**src/rtl/pulse_sync_multi.sv**
```systemverilog
// Multi-channel pulse/level synchroniser: per-channel flop synchroniser, edge
// detector and fixed-width pulse shaper with drop-or-retrigger handling.
module pulse_sync_multi #(
  parameter int CHANNELS    = 4,
  parameter int SYNC_STAGES = 2,
  parameter int EDGE_MODE   = 0,
  parameter int OUT_WIDTH   = 1,
  parameter int RETRIGGER   = 0
) (
  input  logic                CLK,
  input  logic                RST,
  input  logic [CHANNELS-1:0] PULSE_IN,
  input  logic                MISSED_CLR,
  output logic [CHANNELS-1:0] PULSE_OUT,
  output logic [CHANNELS-1:0] BUSY,
  output logic [CHANNELS-1:0] MISSED
);

  localparam int              WARM_W     = $clog2(SYNC_STAGES + 2);
  localparam logic [WARM_W-1:0] WARM_LOAD = WARM_W'(SYNC_STAGES + 1);
  localparam logic [7:0]      WIDTH_LOAD = 8'(OUT_WIDTH);

  logic [WARM_W-1:0]   warm_p0;
  logic [CHANNELS-1:0] sync_p [SYNC_STAGES];
  logic [CHANNELS-1:0] hist_p1;
  logic [CHANNELS-1:0] ev;
  logic [7:0]          cnt_p2  [CHANNELS];
  logic [7:0]          cnt_nxt [CHANNELS];
  logic [CHANNELS-1:0] pulse_nxt;
  logic [CHANNELS-1:0] set_missed;

  function automatic logic [CHANNELS-1:0] edge_detect(
    input logic [CHANNELS-1:0] s,
    input logic [CHANNELS-1:0] h
  );
    case (EDGE_MODE)
      0:       edge_detect = s & ~h;
      1:       edge_detect = ~s & h;
      default: edge_detect = s ^ h;
    endcase
  endfunction

  // Shared warm-up: events are masked until the synchroniser holds real input.
  always_ff @(posedge CLK) begin
    if (RST) begin
      warm_p0 <= WARM_LOAD;
    end else if (warm_p0 != '0) begin
      warm_p0 <= warm_p0 - 1'b1;
    end
  end

  // Stage p0/p1: synchroniser chain and edge-history flop.
  always_ff @(posedge CLK) begin
    if (RST) begin
      for (int i = 0; i < SYNC_STAGES; i++) sync_p[i] <= '0;
      hist_p1 <= '0;
    end else begin
      sync_p[0] <= PULSE_IN;
      for (int i = 1; i < SYNC_STAGES; i++) sync_p[i] <= sync_p[i-1];
      hist_p1 <= sync_p[SYNC_STAGES-1];
    end
  end

  always_comb begin
    ev = '0;
    if (warm_p0 == '0) ev = edge_detect(sync_p[SYNC_STAGES-1], hist_p1);
  end

  // An edge on the expiring cycle (cnt==1) is still treated as busy, so
  // back-to-back pulses always get a low cycle unless retriggering.
  always_comb begin
    pulse_nxt  = '0;
    set_missed = '0;
    for (int c = 0; c < CHANNELS; c++) begin
      cnt_nxt[c] = cnt_p2[c];
      if (cnt_p2[c] == 8'd0) begin
        if (ev[c]) cnt_nxt[c] = WIDTH_LOAD;
      end else if (ev[c] && (RETRIGGER != 0)) begin
        cnt_nxt[c] = WIDTH_LOAD;
      end else begin
        cnt_nxt[c] = cnt_p2[c] - 8'd1;
        if (ev[c]) set_missed[c] = 1'b1;
      end
      pulse_nxt[c] = (cnt_nxt[c] != 8'd0);
    end
  end

  // Stage p2: width counters and registered outputs.
  always_ff @(posedge CLK) begin
    if (RST) begin
      for (int c = 0; c < CHANNELS; c++) cnt_p2[c] <= 8'd0;
      PULSE_OUT <= '0;
      BUSY      <= '0;
      MISSED    <= '0;
    end else begin
      for (int c = 0; c < CHANNELS; c++) cnt_p2[c] <= cnt_nxt[c];
      PULSE_OUT <= pulse_nxt;
      BUSY      <= pulse_nxt;
      MISSED    <= (MISSED & ~{CHANNELS{MISSED_CLR}}) | set_missed;
    end
  end

endmodule
```
**config.mk**
```make
export PLATFORM = sky130hd
export DESIGN_NAME = pulse_sync_multi
export DESIGN_NICKNAME = d
export VERILOG_FILES = /design/src/rtl/pulse_sync_multi.sv
export SDC_FILE = /design/constraint.sdc
export NUM_CORES = 1
export LEC_CHECK = 0
export ABC_CLOCK_PERIOD_IN_PS = 6700
export CAP_MARGIN = 10
export CORE_MARGIN = 8
export CORE_UTILIZATION = 60
export DETAILED_ROUTE_END_ITERATION = 8
export GPL_TIMING_DRIVEN = 0
export PLACE_DENSITY = 0.84
export SYNTH_ARGS = -nofsm -noshare
export SYNTH_HDL_FRONTEND = slang
export SYNTH_SLANG_ARGS = --single-unit
```
**constraint.sdc**
```tcl
create_clock -name CLK -period 6.7 [get_ports CLK]
set_clock_uncertainty 0.2 [all_clocks]
set_input_delay 1.34 -clock CLK [delete_from_list [all_inputs] [get_ports CLK]]
set_output_delay 1.34 -clock CLK [all_outputs]
set_load 0.005 [all_outputs]
```
# After elaboration in Yosys (flattened, before gate mapping)

Memory sizes are Yosys's and may differ from the RTL's.
Cells that the tools add are included.

Register bits: 14
Memory bits (writable): 40
Bits of input ports: 7
Output and inout bits: 12
Logic and storage cells: 58
Memories: 2

Add/subtract/negate cells: 5
Mux-type cells: 26
Bitwise logic cells: 11
Reductions and logical operators: 10

Memory list:

| memory | depth | width | read ports | clocked after memory_dff | write ports | line | source |
|---|---|---|---|---|---|---|---|
| cnt_p2 | 4     | 8     | 4          | 0                        | 4           | 27   | `logic [7:0] cnt_p2 [CHANNELS];` |
| sync_p | 2     | 4     | 2          | 0                        | 2           | 24   | `logic [CHANNELS-1:0] sync_p [SYNC_STAGES];` |

Operators by type and width:

| operator                                         | number |
|---|---|
| two-way mux 8 bit                                | 12 |
| zero test 8 bit                                  | 4 |
| nonzero test 8 bit                               | 4 |
| subtractor 8 x 1 -> 8 bit, second input constant | 4 |
| two-way mux 4 bit                                | 3 |
| two-way mux 1 bit                                | 11 |
| AND 4 bit                                        | 2 |
| NOT 4 bit                                        | 2 |
| bitwise OR 1 bit                                 | 6 |
| bitwise OR 4 bit                                 | 1 |
| zero test 2 bit                                  | 1 |
| nonzero test 2 bit                               | 1 |
| subtractor 2 x 1 -> 2 bit, second input constant | 1 |

# Logic depth before layout (Yosys ltp)

Gate-level depths: netlist (run 1).

Depth after elaboration: 6
Gate-level depth with buffers: 8
Gate-level depth less buffers: 6

# Least setup slack after synthesis (run 1)

OpenSTA, ideal clock, no wires.

Path kind: input -> register
Start point: in RST
End point: mem cnt_p2[0][7]
Setup time: 0.115 ns
Data arrival time: 2.010 ns
Required time: 6.385 ns
Path slack: 4.375 ns
Cell stages on the path: 3
Buffers on the path: 2
Cells stage by stage: clkbuf_1 -> clkbuf_1 -> o21ba_2

RTL lines:

| element     | line | source |
|---|---|---|
| from (decl) | 11   | `input logic RST,` |
| to (decl)   | 27   |  |

==> results of run 1 <==
==> flip-flops by register name, indices dropped and copies added (netlist names) <==
signal   count
cnt_p2      32
sync_p       8
BUSY         4
MISSED       4
hist_p1      4
warm_p0      2
==> per-layer routing <==
metal  routed length, um  part of all wire  track usage
met1                2410              0.45        0.172
met2                2680              0.50        0.291
met3                 151             0.028       0.0292
met4                  87             0.016       0.0772
met5                   0                 0            0
==> kinds of logic (layout without fill, tap and decap cells) <==
| group | count (synthesis) | count (layout) | synth area share |
|---|---|---|---|
| DFF | 54 | 54 | 0.408 |
| xor gates and xnor gates | 9 | 9 | 0.0298 |
| and+or+nand+nor | 119 | 119 | 0.261 |
| buffers and inverters | 32 | 56 | 0.0543 |
| AOI/OAI and AO/OA | 57 | 57 | 0.145 |
| muxes | 14 | 14 | 0.0553 |
| adders and majority gates | 10 | 10 | 0.0463 |
==> power breakdown <==
part	leakage, nW	switching (mW)	internal [mW]
registers	0.446	0.0917	0.417
clock network	0.0383	0.100	0.0724
logic	0.692	0.466	0.416
==> cells in the final DEF (no fill, tap or decap), types with 7 or more instances in the layout <==
| cell type | count |
|---|---|
| dfxtp_1 | 54 |
| nor2_1 | 35 |
| a21oi_1 | 21 |
| clkdlybuf4s50_1 | 17 |
| clkbuf_1 | 16 |
| nor2b_1 | 15 |
| nand2_1 | 14 |
| inv_1 | 12 |
| mux2i_1 | 12 |
| ha_1 | 9 |
| nand3b_1 | 8 |
| nor3_1 | 7 |
==> area by class of cell <==
cell class	instances	area share
clock buffer	7	0.0258
inverter	12	0.0152
timing repair buffer	17	0.0575
sequential	54	0.365
multi-input combinational	209	0.481
buffer	20	0.0334
tap	52	0.0220
==> path summary, 6_finish.rpt <==
kind                                start                       to  slack (ps)  cells past startpoint
hold / removal    sync_p[0][3]$_SDFF_PP0_  sync_p[0][7]$_SDFF_PP0_         240                      1
setup / recovery       BUSY[2]$_SDFF_PP0_             PULSE_OUT[2]        3930                      2
hold reg to reg   sync_p[0][3]$_SDFF_PP0_  sync_p[0][7]$_SDFF_PP0_         240                      1
setup reg to reg  cnt_p2[2][0]$_SDFF_PP0_  cnt_p2[2][0]$_SDFF_PP0_        4080                      7
==> per-stage QoR <==
| step | total power [mW] | utilization | setup slack [ps] | std cells | hold WS, ps |
|---|---|---|---|---|---|
| 2_1_floorplan | 1.20 | - | 4370 | 295 | 214 |
| 3_3_place_gp | 1.34 | 0.671 | 4090 | 364 | 216 |
| 3_5_place_dp | 1.38 | 0.671 | 4100 | 364 | 221 |
| 4_1_cts | 1.56 | 0.689 | 3910 | 371 | 241 |
| 5_1_grt | 1.68 | 0.689 | 3890 | 371 | 268 |
| 6_report | 1.56 | 0.689 | 3930 | 371 | 241 |
==> key figures, run 1 <==
Setup path
  – Startpoint Class: flop
  – Arrival time worst endpoint: approximately 1200 ps
  – CP max FO: 2
  – CP delay by family, top: buffers and inverters
  – Max incr delay on CP: 490 ps
  – CP Cell Sequence: buf_4 -> clkdlybuf4s50_1
  – CP Capture Type: output port
  – Crit path kind: flop to output port
  – Worst Path Required: 5160 ps
  – Crit-path slowest cell: clkdlybuf4s50_1
  – Crit path buf inv count: 2

Floorplan
  – Die X: ~80 um
  – Initial Utilization: 0.617
  – Die Area: 6790 sq um
  – Site row count: 24
  – Core area: 4290 sq um
  – IO Count: 19
  – Die H: between 80 and 90 um

Clocking
  – Hold-fix buffers, CTS: 0
  – Resize count post-CTS: 0
  – Post-CTS setup buffer count: 0
  – Clk slew on worst S/H paths: 90 ps
  – CTS tree: done
  – CTS Buf Count: 5
  – Clk_lat worst skew: 300 ps
  – Clock root buffer: clkbuf_8
  – Max H-tree Level: 2
  – CTS Buffer Depth: 2
  – Sink Count: 54

Placed design
  – RD Place Congestion: 0.864
  – Post-DP Area: just under 3000 sq um
  – Post-DP HPWL: 3.89 mm
  – IO Port Bufs: 17

Logic synthesis
  – Seq/Total Area, Yosys: 0.408
  – Most used DFF post-synth: dfxtp_1
  – Top-area cell type share of the netlist area: 0.408
  – Post-synth design cell area: 2650 sq um
  – Post-synthesis async set-or-reset flop share: 0
  – Cell taking the most area after synthesis: dfxtp_1
  – Flops & latches, synth: 54
  – Number of synthesized flops with an enable pin: 0
  – Most frequent cells after synthesis: dfxtp_1, nor2_1, a21oi_1, nor2b_1
  – Syn_nets: a little over 300
  – Post-Synthesis Cells: 295
  – Synth cell types: 55
  – YS warnings: 0
  – Mapped Avg Cell Area: roughly 9 sq um
  – Dominant cell by count in the synthesized netlist: dfxtp_1
  – Leading post-synthesis cells by cell area: dfxtp_1, nor2_1, mux2i_1

Power and ir drop
  – Power Dens Cells: 528 nW/um^2
  – Leakage: roughly 1.2 nW
  – Worst VDD drop: roughly 0.00025 V

Global routing
  – GRT Overall Usage: 0.160
  – Largest net degree at the start of global routing: 15
  – Wire length of the first global-routing pass: ~8.5 mm
  – Overflow after GRT: 0
  – Initial antenna violation count: 0
  – Vias in the first global route: 2017

Timing
  – Worst Tran Pin Value: 973 ps
  – RSZ-0062 raised after global routing: false
  – Minimum clock period: 2770 ps
  – Fmax: roughly 360 MHz
  – Max-slew violation count: 0
  – Slew margin rel.: 0.345
  – Final Hold Viols: 0
  – Final setup TNS: 0 ps
  – Fin crit share: 0.413
  – Setup violations, final: 0

Layout
  – Fill count: 348
  – Layout cell share with drive strength beyond 1: 0.0878
  – Final Cell Area: 2960 sq um
  – Multi-input gate area: 1420 sq um
  – Area grow syn2layout: 11.8%
  – Total area of sequential cells: between 1000 and 1500 sq um
  – Nets: 335
  – Number of diodes: 0

Drt
  – Final routed DRC violation total: 0
  – Total Wirelength: 5.33 mm
  – Vias: 2212
  – DRT Pass-1 Iters: 4
  – WL per Instance: 14.4 um
  – Final ANT Viol Nets: 0
  – Vias/cell: 5.96
  – Initial DRC Count: 92

Outcome
  – Run status: completed

Job
  – Max cap viols: 0

Min path
  – Hold/Removal Path Class: flop to flop
Power figures use the tool's default switching activity.
==> run 2: changes to the inputs <==
==> config.mk (replaced) <==
export PLATFORM = sky130hd
export DESIGN_NAME = pulse_sync_multi
export DESIGN_NICKNAME = d
export VERILOG_FILES = /design/src/rtl/pulse_sync_multi.sv
export SDC_FILE = /design/constraint.sdc
export NUM_CORES = 1
export LEC_CHECK = 0
export ABC_CLOCK_PERIOD_IN_PS = 2400
export CAP_MARGIN = 10
export CORE_MARGIN = 8
export CORE_UTILIZATION = 52
export DETAILED_ROUTE_END_ITERATION = 8
export GPL_TIMING_DRIVEN = 0
export PLACE_DENSITY = 0.78
export SYNTH_ARGS = -nofsm -noshare
export SYNTH_HDL_FRONTEND = slang
export SYNTH_SLANG_ARGS = --single-unit
==> constraint.sdc (replaced) <==
create_clock -name CLK -period 2.4 [get_ports CLK]
set_clock_uncertainty 0.2 [all_clocks]
set_input_delay 0.48 -clock CLK [delete_from_list [all_inputs] [get_ports CLK]]
set_output_delay 0.48 -clock CLK [all_outputs]
set_load 0.005 [all_outputs]
==> run 2 against run 1 <==
  * Sequential cell count stayed put
  * Worst setup slack worse by 3800 ps
  * Clock power rose to 2.7 times the previous value
  * Design area up 1.1%
==> key figures, run 2 (synthesis results as in run 1) <==
Setup path
  – Crit. Startpoint: cnt_p2[3][0]$_SDFF_PP0_
  – R2r setup slk: 160 ps (-3920 ps)
  – Max incr delay on CP: 510 ps (+20 ps)
  – CP max FO: 8 (+6)
  – Worst Path Required: 2450 ps (-2710 ps)
  – Crit path buf inv count: 2 (unchanged)
  – Number of cells on the critical path: 7 (+5)
  – Startpoint Class: flop
  – Crit path kind: flop to flop
  – CP delay by family, top: simple AND/OR/NAND/NOR gates
  – Reg2Reg Launch Point: cnt_p2[3][0]$_SDFF_PP0_
  – CP Cell Sequence: inv_1 -> ha_1 -> or3b_2 -> or2_1 -> buf_6 -> mux2_4 -> nor2_2
  – Crit-path slowest cell: or3b_2
  – Arrival time worst endpoint: 2290 ps (+1060 ps)
  – R2R Path End: cnt_p2[3][1]$_SDFF_PP0_
  – CP endpoint: cnt_p2[3][1]$_SDFF_PP0_
  – R2r worst-path depth: 7 (unchanged)
  – CP Capture Type: flop

Timing
  – Minimum clock period: 2240 ps
  – WHS: 244 ps (+2.31 ps)
  – Worst Tran Pin Value: 905 ps (-67.8 ps)
  – Final Hold Viols: 0 (unchanged)
  – Max-slew violation count: 0 (unchanged)
  – Fin crit share: 0.933
  – Slew margin rel.: 0.391 (+0.0456)
  – Final setup TNS: 0 ps (unchanged)
  – Fmax: 446 MHz
  – RSZ-0062 raised after global routing: false
  – Setup violations, final: 0 (unchanged)

Layout
  – Most common cell after layout, fill and taps aside: dfxtp_1
  – Most flops, register: cnt_p2
  – Nets: 334 (-0.30%)
  – Fin util: 0.597 (-0.0917)
  – Layout cell share with drive strength beyond 1: 0.0912 (+0.00342)
  – Largest register FFs: 32 (unchanged)
  – Most frequent cells in the layout: dfxtp_1, nor2_1, a21oi_1, clkdlybuf4s50_1
  – Number of diodes: 0 (unchanged)
  – Area grow syn2layout: 13.0%
  – Largest regs: cnt_p2 x32, sync_p x8

Floorplan
  – Site row count: 26 (+8.3%)
  – IO Count: 19 (unchanged)
  – Core area: 5010 sq um (+17%)
  – Die X: 87.4 um (+6.0%)
  – Die Area: 7630 sq um (+12%)
  – Die H: 87.4 um (+6.0%)
  – Initial Utilization: 0.528 (-0.0881)

Placed design
  – RD Place Congestion: 0.818 (-5.3%)
  – IO Port Bufs: 17 (unchanged)
  – Post-DP HPWL: 3.71 mm (-4.6%)

Drt
  – Vias/cell: 5.50 (-7.8%)
  – WL per Instance: 13.3 um (-7.6%)
  – Total Wirelength: 5.15 mm (-3.3%)
  – Final ANT Viol Nets: 0 (unchanged)
  – Final routed DRC violation total: 0 (unchanged)
  – Vias: 2134 (-3.5%)
  – DRT Pass-1 Iters: 4 (unchanged)
  – Initial DRC Count: 97 (+5.4%)

Outcome
  – Run status: completed

Clocking
  – Max H-tree Level: 2 (unchanged)
  – Clk slew on worst S/H paths: 90 ps (about the same)
  – CTS Buffer Depth: 2 (unchanged)
  – CTS tree: done
  – Clock root buffer: clkbuf_8
  – Clk_lat worst skew: 300 ps (about the same)
  – Post-CTS setup buffer count: 0 (unchanged)
  – CTS Buf Count: 5 (unchanged)
  – Sink Count: 54 (unchanged)

Global routing
  – Vias in the first global route: 1930 (-4.3%)
  – GRT Overall Usage: 0.140 (-0.0198)
  – Largest net degree at the start of global routing: 15 (unchanged)
  – Wire length of the first global-routing pass: 8.56 mm (+0.25%)
  – Initial antenna violation count: 0 (unchanged)
  – Overflow after GRT: 0 (unchanged)

Power and ir drop
  – Worst VDD drop: 0.000745 V (+200%)
  – Switching fraction of total power: 0.416 (-0.00555)
  – Clock power share: 0.109 (about the same)
  – Sequential share of power: 0.333 (+0.008)
  – Leakage: 1.18 nW (+0.61%)
  – Switching power: 1.81 mW (+170%)
  – P_int: 2.54 mW (+180%)
  – Combinational power share: 0.558 (-0.006)
  – Power Dens Cells: 1450 nW/um^2 (+170%)

Job
  – Max cap viols: 0 (unchanged)

Min path
  – Hold/Removal Path Class: flop to flop
-- run 2: layer usage --
layer | vias to the layer above | track usage | part of all wire
met1 | 1007 | 0.166 | 0.46
met2 | 36 | 0.237 | 0.49
li1 | 1086 | - | -
met5 | - | 0 | 0
met4 | 0 | 0.0484 | 0.012
met3 | 5 | 0.0349 | 0.034
-- run 2: worst min-delay path by stage --
| stage | start | to | slack [ps] | cells after the start |
|---|---|---|---|---|
| after detailed placement | sync_p[0][0]$_SDFF_PP0_ | sync_p[0][4]$_SDFF_PP0_ | 220 | 1 |
| after CTS | sync_p[0][0]$_SDFF_PP0_ | sync_p[0][4]$_SDFF_PP0_ | 240 | 1 |
| after floorplan | sync_p[0][0]$_SDFF_PP0_ | sync_p[0][4]$_SDFF_PP0_ | 210 | 1 |
| final | sync_p[0][0]$_SDFF_PP0_ | sync_p[0][4]$_SDFF_PP0_ | 240 | 1 |
| after global placement | sync_p[0][1]$_SDFF_PP0_ | sync_p[0][5]$_SDFF_PP0_ | 220 | 1 |
| after global routing | sync_p[0][0]$_SDFF_PP0_ | sync_p[0][4]$_SDFF_PP0_ | 260 | 1 |
-- run 2: final cells by class --
cell class	count	area (sq um)
fill	455	2020
tap	70	87.6
inverter	12	45.0
buffer	19	95.1
clock buffer	7	76.3
timing repair buffer	17	170
sequential	54	1080
multi-input combinational	209	1440
-- run 2: stage by stage --
stage               total power [mW]  std cells  area [sq um]  worst slack [ps]
detailed placement              3.84        382          2910              -162
floorplan                       3.34        295          2650               261
global placement                3.75        382          2910             -96.3
CTS                             4.34        389          2990              55.7
finish                          4.35        388          2990               160
global route                    4.73        388          2990              21.4
-- run 2: repair_timing --
action / in CTS / in global routing
setup endpoints to repair: 5 / 6
gates cloned: 0 / 0
hold buffers: 0 / 0
resized for setup: 1 / 1
-- run 2: power by group through the flow --
| stage | registers [mW] | logic, mW | clock network (mW) |
|---|---|---|---|
| 6_report | 1.45 | 2.42 | 0.474 |
| 4_1_cts | 1.42 | 2.43 | 0.496 |
| 3_3_place_gp | 1.42 | 2.33 | 0 |
| 3_5_place_dp | 1.43 | 2.40 | 0 |
| 2_1_floorplan | 1.37 | 1.97 | 0 |
| 5_1_grt | 1.49 | 2.70 | 0.535 |
==> run 3: changes to the inputs <==
--- a/config.mk
+++ b/config.mk
@@ -9,6 +9,7 @@
 export CAP_MARGIN = 10
 export CORE_MARGIN = 8
 export CORE_UTILIZATION = 52
+export CTS_CLUSTER_SIZE = 30
 export DETAILED_ROUTE_END_ITERATION = 8
 export GPL_TIMING_DRIVEN = 0
 export PLACE_DENSITY = 0.78
==> results of run 3 <==
No change in the layout: final DEF, timing and power equal those of run 2.
==> RTL change, RTL diff (flow settings as in run 3) <==
Change the parameter `SYNC_STAGES` from 2 to 4.
--- a/src/rtl/pulse_sync_multi.sv
+++ b/src/rtl/pulse_sync_multi.sv
@@ -4,3 +4,3 @@
   parameter int CHANNELS    = 4,
-  parameter int SYNC_STAGES = 2,
+  parameter int SYNC_STAGES = 4,
   parameter int EDGE_MODE   = 0,
Check against the original RTL: not equivalent (Yosys sat finds a counterexample within 10 cycles, from zero or initial values and one cycle with RST high).
==> RTL change against run 3 <==
Critical path depth down 1. Power increased by 16%. Worst setup slack gained 0.15 ns. Sequential cell count up 9. Synthesized area rose by 9.3%. Wire length grew 9.7%. Design area is 13% higher. Global-route usage grew 0.46 points. Largest cell class unchanged. Highest routed layer unchanged.
==> RTL change: results (changes against run 3) <==
Finish
  – Top flop regs: cnt_p2 (32), sync_p (16)
  – Fill cells: 488 (+7.3%)
  – Layout cells sized above 1: 9.859% (+0.74 points)
  – Layout Nets: 367 (+9.9%)

Routing
  – Drt first pass iters: 5 (+1)
  – Iteration-0 DRC Markers: 75 (-23%)
  – Final wirelength: 5646 um (+9.7%)
  – Vias: 2298 (+7.7%)
  – Met2 routed wirelength: 2675 um (+5.6%)
  – DRT met1 WL: 2642 um (+11%)
  – Metal3 WL: 261 um (+51%)

Global route
  – Vias in the first global route: 2113 (+9.5%)
  – Antenna violations before repair: 0 (unchanged)
  – Tot GR Track Use: 14.44% (+0.46 points)
  – Largest net degree at the start of global routing: 12 (-3)

Yosys
  – Post-synth top cells: dfxtp_1 (63), nor2_1 (45), a21oi_1 (23), nor2b_1 (23), nand2_1 (21)
  – Mapped Nets: 339 (+9.0%)
  – Sequential fraction of the synthesis area: 43.58% (+2.7 points)
  – Area contributors post-synth: dfxtp_1 (44%), nor2_1 (5.8%), nor2b_1 (5.0%)
  – Cell variety after synth: 53 (-3.6%)

Pwr
  – Max IR drop VDD: 0.0007339 V (-1.5%)
  – Leakage: 0.001347 uW (+14%)

Setup path
  – Top Family by Delay on Critical Path: compound AO/OA/AOI/OAI gates
  – Worst EP arrival: 2.08 ns (-0.21 ns)
  – Critical path's largest stage delay: 0.49 ns (-0.02 ns)

Timing
  – Max_slew headroom: 61.40% (+22 points)

CTS
  – Maximum buffer depth of the clock tree: 2 (unchanged)
  – CTS Buf Count: 9 (+4)
  – Clk pin slew, worst setup/hold paths: 0.07 ns (-0.02 ns)
  – H-tree depth: 3 (+1)
  – Clk Latency, worst-skew pair: 0.34 ns (+0.04 ns)

Status
  – Status: complete, no violations

Placed design
  – GPL Wtd Cong: 0.8428 (+3.0%)
  – Pre-CTS setup slack: 0.2699 ns (+0.4324 ns)
  – Dpl hpwl: 4036 um (+8.8%)
RTL change: cell types whose count changed after synthesis, sizes merged, moves of 3 or more:
cell,delta
or4b,-3
a31oi,+3
clkbuf,-7
dfxtp,+9
nand3b,-5
nor3b,+4
o31a,-4
nor2b,+8
xor2,-5
inv,+6
nand2,+7
nor2,+9
a21oi,+3
RTL change: worst reg2reg max path: stages, from the launching register on:
cell and delay (ns):
dfxtp_1 0.38, inv_1 0.11, ha_1 0.21, or3b_2 0.49
a211o_1 0.27, a21oi_1 0.15, a41oi_1 0.13
RTL change: stage by stage:
step           area [um^2]  std cells
4_1_cts               3377        427
5_1_grt               3382        427
6_report              3382        427
2_1_floorplan         2894        322
3_5_place_dp          3154        411
3_3_place_gp          3154        411
RTL change: cells by family (layout without fill, tap and decap cells):
family / Yosys count / count (layout) / share of synthesized area, %
AO/OA/AOI/OAI: 57 / 57 / 12.97
XOR/XNOR: 5 / 5 / 1.513
adder cells (fa/ha/maj): 11 / 11 / 4.669
buffers and inverters: 32 / 65 / 4.756
flip-flops: 63 / 63 / 43.58
multiplexers: 14 / 14 / 4.929
AND/OR/NAND/NOR: 140 / 140 / 27.58
RTL change: path summary, 6_finish.rpt:
check	start	end	slack [ns]	cells past startpoint
min	sync_p[2][3]	sync_p[3][3]	0.23	1
max reg2reg	cnt_p2[2][0]	BUSY[2]	0.31	6
max	cnt_p2[2][0]	BUSY[2]	0.31	6
min reg2reg	sync_p[2][3]	sync_p[3][3]	0.23	1
RTL change: layout make-up:
type                            count  area, um^2  share of cell area (%)
Timing Repair Buffer               17       170.2                   5.031
Multi-Input combinational cell    227        1500                   44.36
Tap cell                           72       90.09                   2.664
Inverter                           18       67.56                   1.998
Clock inverter                      5       81.33                   2.405
Buffer                             14       70.07                   2.072
Sequential cell                    63        1261                   37.29
Clock buffer                       11       141.4                   4.181
RTL change: metal layers:
metal	vias to the layer above	GRT usage, %
li1	1184	-
met1	1062	16.40
met2	43	23.63
met3	9	5.736
met4	0	5.687
met5	-	0
RTL change: timing repair:
action / 4_1_cts / 5_1_grt
hold endpoints to repair: 0 / 0
gates resized for setup: 0 / 1
endpoints found under the setup margin: 0 / 1
RTL change: power breakdown:
part           internal, uW  switching (uW)  leakage, uW
clock                   613             398     0.000110
sequential             1330             325     0.000519
combinational          1140            1250     0.000719
